==> src/rtl/stopwatch_ctrl.sv <==
`default_nettype none
// ============================================================================
//  Module   : stopwatch_ctrl
//  Purpose  : Stopwatch control FSM. Synchronises, debounces and edge-detects
//             the start/stop and clear/lap buttons, sequences the seconds
//             counter mode (clear/count/hold), handles lap freeze, counter
//             wrap detection and the display mux.
//  Revision : 1.0 - initial release
// ============================================================================
module stopwatch_ctrl #(
  parameter int DB_CYCLES = 20,
  parameter int CNT_W     = 19,
  parameter int WRAP_VAL  = 500000
) (
  input  logic             clk,
  input  logic             hard_reset,
  input  logic             btn_start,
  input  logic             btn_clear,
  input  logic [CNT_W-1:0] sec_count,
  output logic [1:0]       en,
  output logic [1:0]       state,
  output logic             lap_valid,
  output logic [CNT_W-1:0] lap_value,
  output logic [CNT_W-1:0] disp_value,
  output logic             ovf
);

  // Debounce counter only needs to reach DB_CYCLES-1.
  localparam int DBW = (DB_CYCLES > 2) ? $clog2(DB_CYCLES) : 1;
  localparam logic [DBW-1:0]   C_DB_LAST = DBW'(DB_CYCLES - 1);
  localparam logic [CNT_W-1:0] C_WRAP    = CNT_W'(WRAP_VAL);

  // Counter mode codes.
  localparam logic [1:0] C_EN_CLEAR = 2'b00;
  localparam logic [1:0] C_EN_COUNT = 2'b01;
  localparam logic [1:0] C_EN_HOLD  = 2'b10;

  typedef enum logic [1:0] {
    ST_IDLE  = 2'd0,
    ST_RUN   = 2'd1,
    ST_PAUSE = 2'd2,
    ST_WRAP  = 2'd3
  } state_t;

  // Raw buttons packed so both share one debounce implementation:
  // bit 0 = start/stop, bit 1 = clear/lap.
  logic [1:0] w_raw;
  logic [1:0] w_pulse;

  assign w_raw = {btn_clear, btn_start};

  // --------------------------------------------------------------------------
  // Per-button synchroniser, debouncer and rising-edge detector
  // --------------------------------------------------------------------------
  for (genvar gi = 0; gi < 2; gi++) begin : g_btn
    logic           r_sync1;
    logic           r_sync2;
    logic           r_db;
    logic           r_db_d;
    logic [DBW-1:0] r_cnt;

    // Two-flop synchroniser for the asynchronous button input.
    always_ff @(posedge clk or negedge hard_reset) begin
      if (!hard_reset) begin
        r_sync1 <= 1'b0;
        r_sync2 <= 1'b0;
      end else begin
        r_sync1 <= w_raw[gi];
        r_sync2 <= r_sync1;
      end
    end

    // Debounced level flips only after DB_CYCLES consecutive disagreeing samples.
    always_ff @(posedge clk or negedge hard_reset) begin
      if (!hard_reset) begin
        r_cnt <= '0;
        r_db  <= 1'b0;
      end else if (r_sync2 == r_db) begin
        r_cnt <= '0;
      end else if (r_cnt == C_DB_LAST) begin
        r_db  <= ~r_db;
        r_cnt <= '0;
      end else begin
        r_cnt <= r_cnt + 1'b1;
      end
    end

    // Delayed copy of the debounced level for edge detection.
    always_ff @(posedge clk or negedge hard_reset) begin
      if (!hard_reset) begin
        r_db_d <= 1'b0;
      end else begin
        r_db_d <= r_db;
      end
    end

    // One-cycle pulse on a debounced press; releases are ignored.
    assign w_pulse[gi] = r_db & ~r_db_d;
  end

  logic w_start_p;
  logic w_clear_p;
  logic w_at_wrap;

  assign w_start_p = w_pulse[0];
  assign w_clear_p = w_pulse[1];
  assign w_at_wrap = (sec_count == C_WRAP);

  // --------------------------------------------------------------------------
  // Control FSM with registered mode code, lap register and overflow flag
  // --------------------------------------------------------------------------
  state_t           r_state;
  logic [1:0]       r_en;
  logic             r_lap_valid;
  logic [CNT_W-1:0] r_lap_value;
  logic             r_ovf;

  // State, counter mode and lap/overflow bookkeeping all update together.
  always_ff @(posedge clk or negedge hard_reset) begin
    if (!hard_reset) begin
      r_state     <= ST_IDLE;
      r_en        <= C_EN_CLEAR;
      r_lap_valid <= 1'b0;
      r_lap_value <= '0;
      r_ovf       <= 1'b0;
    end else begin
      case (r_state)
        ST_IDLE: begin
          // clear/lap has nothing to act on while idle.
          if (w_start_p) begin
            r_state <= ST_RUN;
            r_en    <= C_EN_COUNT;
          end
        end

        ST_RUN: begin
          if (w_at_wrap) begin
            // Wrap wins; any button pulse this cycle is deliberately lost.
            r_state <= ST_WRAP;
            r_en    <= C_EN_CLEAR;
            r_ovf   <= 1'b1;
          end else begin
            if (w_start_p) begin
              r_state <= ST_PAUSE;
              r_en    <= C_EN_HOLD;
            end
            if (w_clear_p) begin
              // Lap toggles: freeze on first press, release on second.
              // The old lap value stays in the register but is not shown.
              if (!r_lap_valid) begin
                r_lap_value <= sec_count;
                r_lap_valid <= 1'b1;
              end else begin
                r_lap_valid <= 1'b0;
              end
            end
          end
        end

        ST_PAUSE: begin
          if (w_clear_p) begin
            // Full clear back to idle; takes priority over resuming.
            r_state     <= ST_IDLE;
            r_en        <= C_EN_CLEAR;
            r_lap_valid <= 1'b0;
            r_lap_value <= '0;
            r_ovf       <= 1'b0;
          end else if (w_start_p) begin
            r_state <= ST_RUN;
            r_en    <= C_EN_COUNT;
          end
        end

        ST_WRAP: begin
          // Single cycle of counter clear, then resume counting.
          r_state <= ST_RUN;
          r_en    <= C_EN_COUNT;
        end

        default: begin
          r_state <= ST_IDLE;
          r_en    <= C_EN_CLEAR;
        end
      endcase
    end
  end

  assign en         = r_en;
  assign state      = r_state;
  assign lap_valid  = r_lap_valid;
  assign lap_value  = r_lap_value;
  assign ovf        = r_ovf;
  assign disp_value = r_lap_valid ? r_lap_value : sec_count;

endmodule
`default_nettype wire

==> config.mk <==
export PLATFORM = sky130hd
export DESIGN_NAME = stopwatch_ctrl
export DESIGN_NICKNAME = d
export VERILOG_FILES = /design/src/rtl/stopwatch_ctrl.sv
export SDC_FILE = /design/constraint.sdc
export NUM_CORES = 1
export LEC_CHECK = 0
export ABC_AREA = 1
export ABC_CLOCK_PERIOD_IN_PS = 1500
export BUFFER_PORTS_ARGS = -buffer_cell sky130_fd_sc_hd__buf_2
export CAP_MARGIN = 40
export CORE_MARGIN = 4
export CORE_UTILIZATION = 51
export CTS_CLUSTER_DIAMETER = 150
export DETAILED_ROUTE_END_ITERATION = 10
export GPL_TIMING_DRIVEN = 0
export HOLD_SLACK_MARGIN = 0.15
export PLACE_DENSITY = 0.85
export SYNTH_ARGS = -nofsm -noshare
export SYNTH_HDL_FRONTEND = slang
export SYNTH_SLANG_ARGS = --single-unit
==> constraint.sdc <==
create_clock -name clk -period 1.5 [get_ports clk]
set_clock_uncertainty 0.15 [all_clocks]
set_input_delay 0.3 -clock clk [delete_from_list [all_inputs] [get_ports clk]]
set_output_delay 0.3 -clock clk [all_outputs]
set_load 0.01 [all_outputs]
==> impl.org <==
** Clock tree
- Clock-pin slew was measured on the worst setup and hold paths at 0.08 ns.
- Clock latency on the worst-skew pair :: 0.29 ns
- Counting every sink on the clock net gives 43.
- Cts bufs inserted :: 5
- The H-tree was split into 2 levels.
- Root buffer cell :: sky130_fd_sc_hd__clkbuf_8
- No sink is reached through more buffers than the 2 on the longest clock path.
- TritonCTS built the clock tree.

** Worst setup path
- Series of cell instances along the critical path :: buf_4 -> buf_8 -> o21ai_2 -> inv_1 -> buf_2
- CP bufs+invs :: 4
- STA puts the critical path data arrival time at 1.54 ns.
- Worst setup SP type :: register
- STA classifies the critical path endpoint as a primary output.
- Crit path kind :: register to primary output
- The number of cells on the worst reg-to-reg path is 7.
- The critical path runs through a total of 5 cells.
- The slowest stage of the critical path is the sky130_fd_sc_hd__dfrtp_2 cell.
- Among cell families on the critical path, the largest total delay comes from buffers and inverters.
- Peak per-stage delay on the critical path :: approximately 0.48 ns
- In this run the worst path has a maximum fanout of 10.
- CP Data Required Time :: between 1 and 1.5 ns

** Cells and area
- After filler insertion, the fill cell instance count of the layout stands at 230.
- In the final layout, the share of cells above drive strength 1 is 0.458.
- Antenna fix cells :: 0
- For this run, the post-layout net count is 402.
- Once layout is complete, the cells apart from fillers number 428.
- FF+latch area :: 1080 um2
- Multi-input gate area :: 1210 um2
- Area delta synth->final :: 44.4%

** Logic synthesis
- In the synthesized netlist, the number of instances is 279.
- The average instance in the mapped netlist occupies ~8 um2.
- Number of synthesized register bits :: 43
- Total nets after synthesis :: 304
- Synthesis instantiated 29 different standard cells from the library.
- In this run the cell area of the synthesized design comes to roughly 2300 um2.
- Number of warnings reported in the yosys synthesis log :: 0
- Seq/Total Area, Yosys :: 0.477

** Global route
- The first global-routing pass estimated 9240 um of wire.
- Total routing resource utilization after global routing :: 0.215
- Initial antenna violation count :: 0
- The number of global-route vias before repair came to 2170.
- The total overflow left after global routing is 0.
- Maximum number of pins on one net before global-route repair :: 34

** Timing
- Setup slack on the critical path of the routed design comes to -0.495 ns.
- The number of hold-slack violations in the final timing report came to 0.
- Total of endpoints with negative setup slack in the final report :: 29
- Post-route fraction of the period consumed by the critical path :: 1.33
- Number of slew-limit violations in the final report :: 0
- Post-Route Setup TNS :: -7.54 ns
- Max_slew headroom :: 0.781
- Static timing analysis puts the maximum clock frequency at 501 MHz.
- Setup repair after global routing missed its margin :: yes
- Measured slew at the worst slew-check pin :: 0.328 ns
- Shortest period the worst path allows :: 1.99 ns
- Across all hold checks on the routed design, the worst slack comes to 0.202 ns.

** Route
- The detail route stage leaves a number of antenna-violating nets equal to 0.
- The routed design has 7420 um of wire.
- Avg WL per Cell :: 17.3 um
- DRC marker count from the first detailed-route iteration :: between 200 and 300
- The first detailed-routing pass ran for 4 iterations.
- After detailed routing, the number of vias per cell comes to 5.64.
- Detailed routing inserted a total of ~2400 vias.
- DRC Markers :: 0

** Hold path
- Worst min-delay path category :: register to register
- Counting instances, the worst hold path has a depth of 0.

** Die
- From bottom edge to top edge, the die measures 74.5 um.
- The initial utilization of the core area, before any placement, comes to 0.545.
- Floorplan Core Area :: 4140 um2
- After floorplanning, the core was divided into 23 placement rows.
- Chip Width :: 74.5 um
- The die covers 5550 um2.
- between 60 and 70 I/O pins were placed.

** Pwr
- Total power :: 2.89 mW
- Worst supply voltage drop on vdd :: 0.742 mV
- For this design the static power due to leakage is approximately 1.7 nW.
- Power per cell area :: 886 nW/um2

** Status
- Status :: finished, violations left
- Failing checks :: negative setup slack

** Flow run
- The tool flagged a number of max-cap violations equal to 0.

** Placement
- Buffers placed on the I/O ports in this run total 66.
- Number of cells after detailed placement :: 396
- Routability-driven placement finished with a final weighted congestion of 0.866.
- DPL Wire Length :: 3890 um
-- through the flow --
stage / util / area [um2] / setup WS, ns
after floorplan: - / 2260 / 0.00993
after global placement: 0.639 / 2650 / -0.170
after detailed placement: 0.644 / 2670 / -0.187
after CTS: 0.708 / 2930 / -0.358
after global routing: 0.787 / 3260 / -0.503
final: 0.787 / 3260 / -0.495
-- cells in the mapped netlist --
cell type / instances / share of area
sky130_fd_sc_hd__a21oi_1: 11 / 0.024
sky130_fd_sc_hd__a22oi_1: 1 / 0.0033
sky130_fd_sc_hd__buf_2: 5 / 0.011
sky130_fd_sc_hd__buf_4: 3 / 0.010
sky130_fd_sc_hd__buf_8: 1 / 0.0066
sky130_fd_sc_hd__clkbuf_1: 1 / 0.0017
sky130_fd_sc_hd__dfrtp_1: 43 / 0.48
sky130_fd_sc_hd__ha_1: 2 / 0.011
sky130_fd_sc_hd__inv_1: 25 / 0.042
sky130_fd_sc_hd__inv_2: 3 / 0.0050
sky130_fd_sc_hd__nand2_1: 70 / 0.12
sky130_fd_sc_hd__nand2_2: 10 / 0.028
sky130_fd_sc_hd__nand2_4: 2 / 0.010
sky130_fd_sc_hd__nand3_1: 29 / 0.064
sky130_fd_sc_hd__nand3_4: 2 / 0.016
sky130_fd_sc_hd__nand4_1: 1 / 0.0028
sky130_fd_sc_hd__nor2_1: 31 / 0.052
sky130_fd_sc_hd__nor2_2: 3 / 0.0083
sky130_fd_sc_hd__nor2_4: 1 / 0.0050
sky130_fd_sc_hd__nor2_8: 1 / 0.0089
sky130_fd_sc_hd__nor3_2: 1 / 0.0044
sky130_fd_sc_hd__nor4_1: 1 / 0.0028
sky130_fd_sc_hd__o21a_1: 1 / 0.0033
sky130_fd_sc_hd__o21ai_0: 12 / 0.027
sky130_fd_sc_hd__o31ai_1: 1 / 0.0033
sky130_fd_sc_hd__or2_0: 1 / 0.0028
sky130_fd_sc_hd__or2_2: 10 / 0.028
sky130_fd_sc_hd__xnor2_1: 4 / 0.016
sky130_fd_sc_hd__xor2_1: 3 / 0.012
-- cells in the final DEF (no fill, tap or decap), types with 2 or more instances in the layout --
cell                             n
sky130_fd_sc_hd__a21oi_1        10
sky130_fd_sc_hd__buf_12          2
sky130_fd_sc_hd__buf_2          62
sky130_fd_sc_hd__buf_4          17
sky130_fd_sc_hd__buf_6          14
sky130_fd_sc_hd__buf_8           2
sky130_fd_sc_hd__clkbuf_8        7
sky130_fd_sc_hd__dfrtp_1        41
sky130_fd_sc_hd__dfrtp_2         2
sky130_fd_sc_hd__dlygate4sd3_1   3
sky130_fd_sc_hd__ha_1            2
sky130_fd_sc_hd__inv_1          25
sky130_fd_sc_hd__inv_2           2
sky130_fd_sc_hd__nand2_1        52
sky130_fd_sc_hd__nand2_2        18
sky130_fd_sc_hd__nand2_4        11
sky130_fd_sc_hd__nand3_1        29
sky130_fd_sc_hd__nand3_4         2
sky130_fd_sc_hd__nor2_1         27
sky130_fd_sc_hd__nor2_2          5
sky130_fd_sc_hd__nor2_4          3
sky130_fd_sc_hd__o21ai_0         2
sky130_fd_sc_hd__o21ai_2         8
sky130_fd_sc_hd__o21ai_4         2
sky130_fd_sc_hd__or2_2           3
sky130_fd_sc_hd__or2_4           7
sky130_fd_sc_hd__xnor2_1         4
sky130_fd_sc_hd__xor2_1          3
-- repair_timing --
item / 4_1_cts / 5_1_grt
hold buffers: 3 / 0
resized for setup: 31 / 62
gates cloned: 1 / 0
pin swaps: 0 / 18
buffers inserted: 9 / 15
hold endpoints to repair: 45 / 0
endpoints found under the setup margin: 19 / 42
-- flip-flops by register name (all words and copies together) (netlist names), 2 cells and up --
name	count
lap_value	19
g_btn.r_sync1	2
g_btn.r_db_d	2
g_btn.r_db	2
g_btn.r_sync2	2
en	2
state	2
g_btn.r_cnt	10
-- worst paths after layout --
| check | startpoint | end | slack, ns |
|---|---|---|---|
| min in group asynchronous | hard_reset | lap_value[8] | 0.27 |
| worst min-delay path | g_btn[1].r_sync1 | g_btn[1].r_sync2 | 0.20 |
| worst min register to register | g_btn[1].r_sync1 | g_btn[1].r_sync2 | 0.20 |
| worst max register to register | lap_valid | lap_value[16] | -0.09 |
| max in group asynchronous | hard_reset | state[1] | 0.41 |
| worst max-delay path | lap_valid | disp_value[6] | -0.49 |
-- where the power goes --
part           switching (mW)  leakage (nW)  internal (mW)
sequential             0.0562         0.540           1.22
combinational           0.460          1.15          0.346
clock                   0.384        0.0515          0.421
total                   0.900          1.74           1.99
-- area by class of cell --
class                      instances  area share
tap                               50      0.0192
buffer                            10      0.0269
multi-input combinational        198       0.370
sequential                        43       0.331
inverter                          28      0.0330
clock buffer                       8      0.0307
timing repair buffer              90       0.187
timing repair inverter             1     0.00230
-- cell families (layout without fill, tap and decap cells) --
group / after synthesis / count (layout) / synth area share
AOI/OAI and AO/OA: 26 / 26 / 0.0610
adders and majority gates: 2 / 2 / 0.0111
DFF: 43 / 43 / 0.477
xor gates and xnor gates: 7 / 7 / 0.0272
and+or+nand+nor: 163 / 163 / 0.348
buffers and inverters: 38 / 137 / 0.0759
-- layer usage --
layer	GRT usage	vias to the layer above	wire, um
li1	-	1074	-
met3	0.0432	38	652
met1	0.248	1151	2720
met4	0.103	0	303
met2	0.380	149	3750
met5	0	-	0
Power figures use the tool's default switching activity.
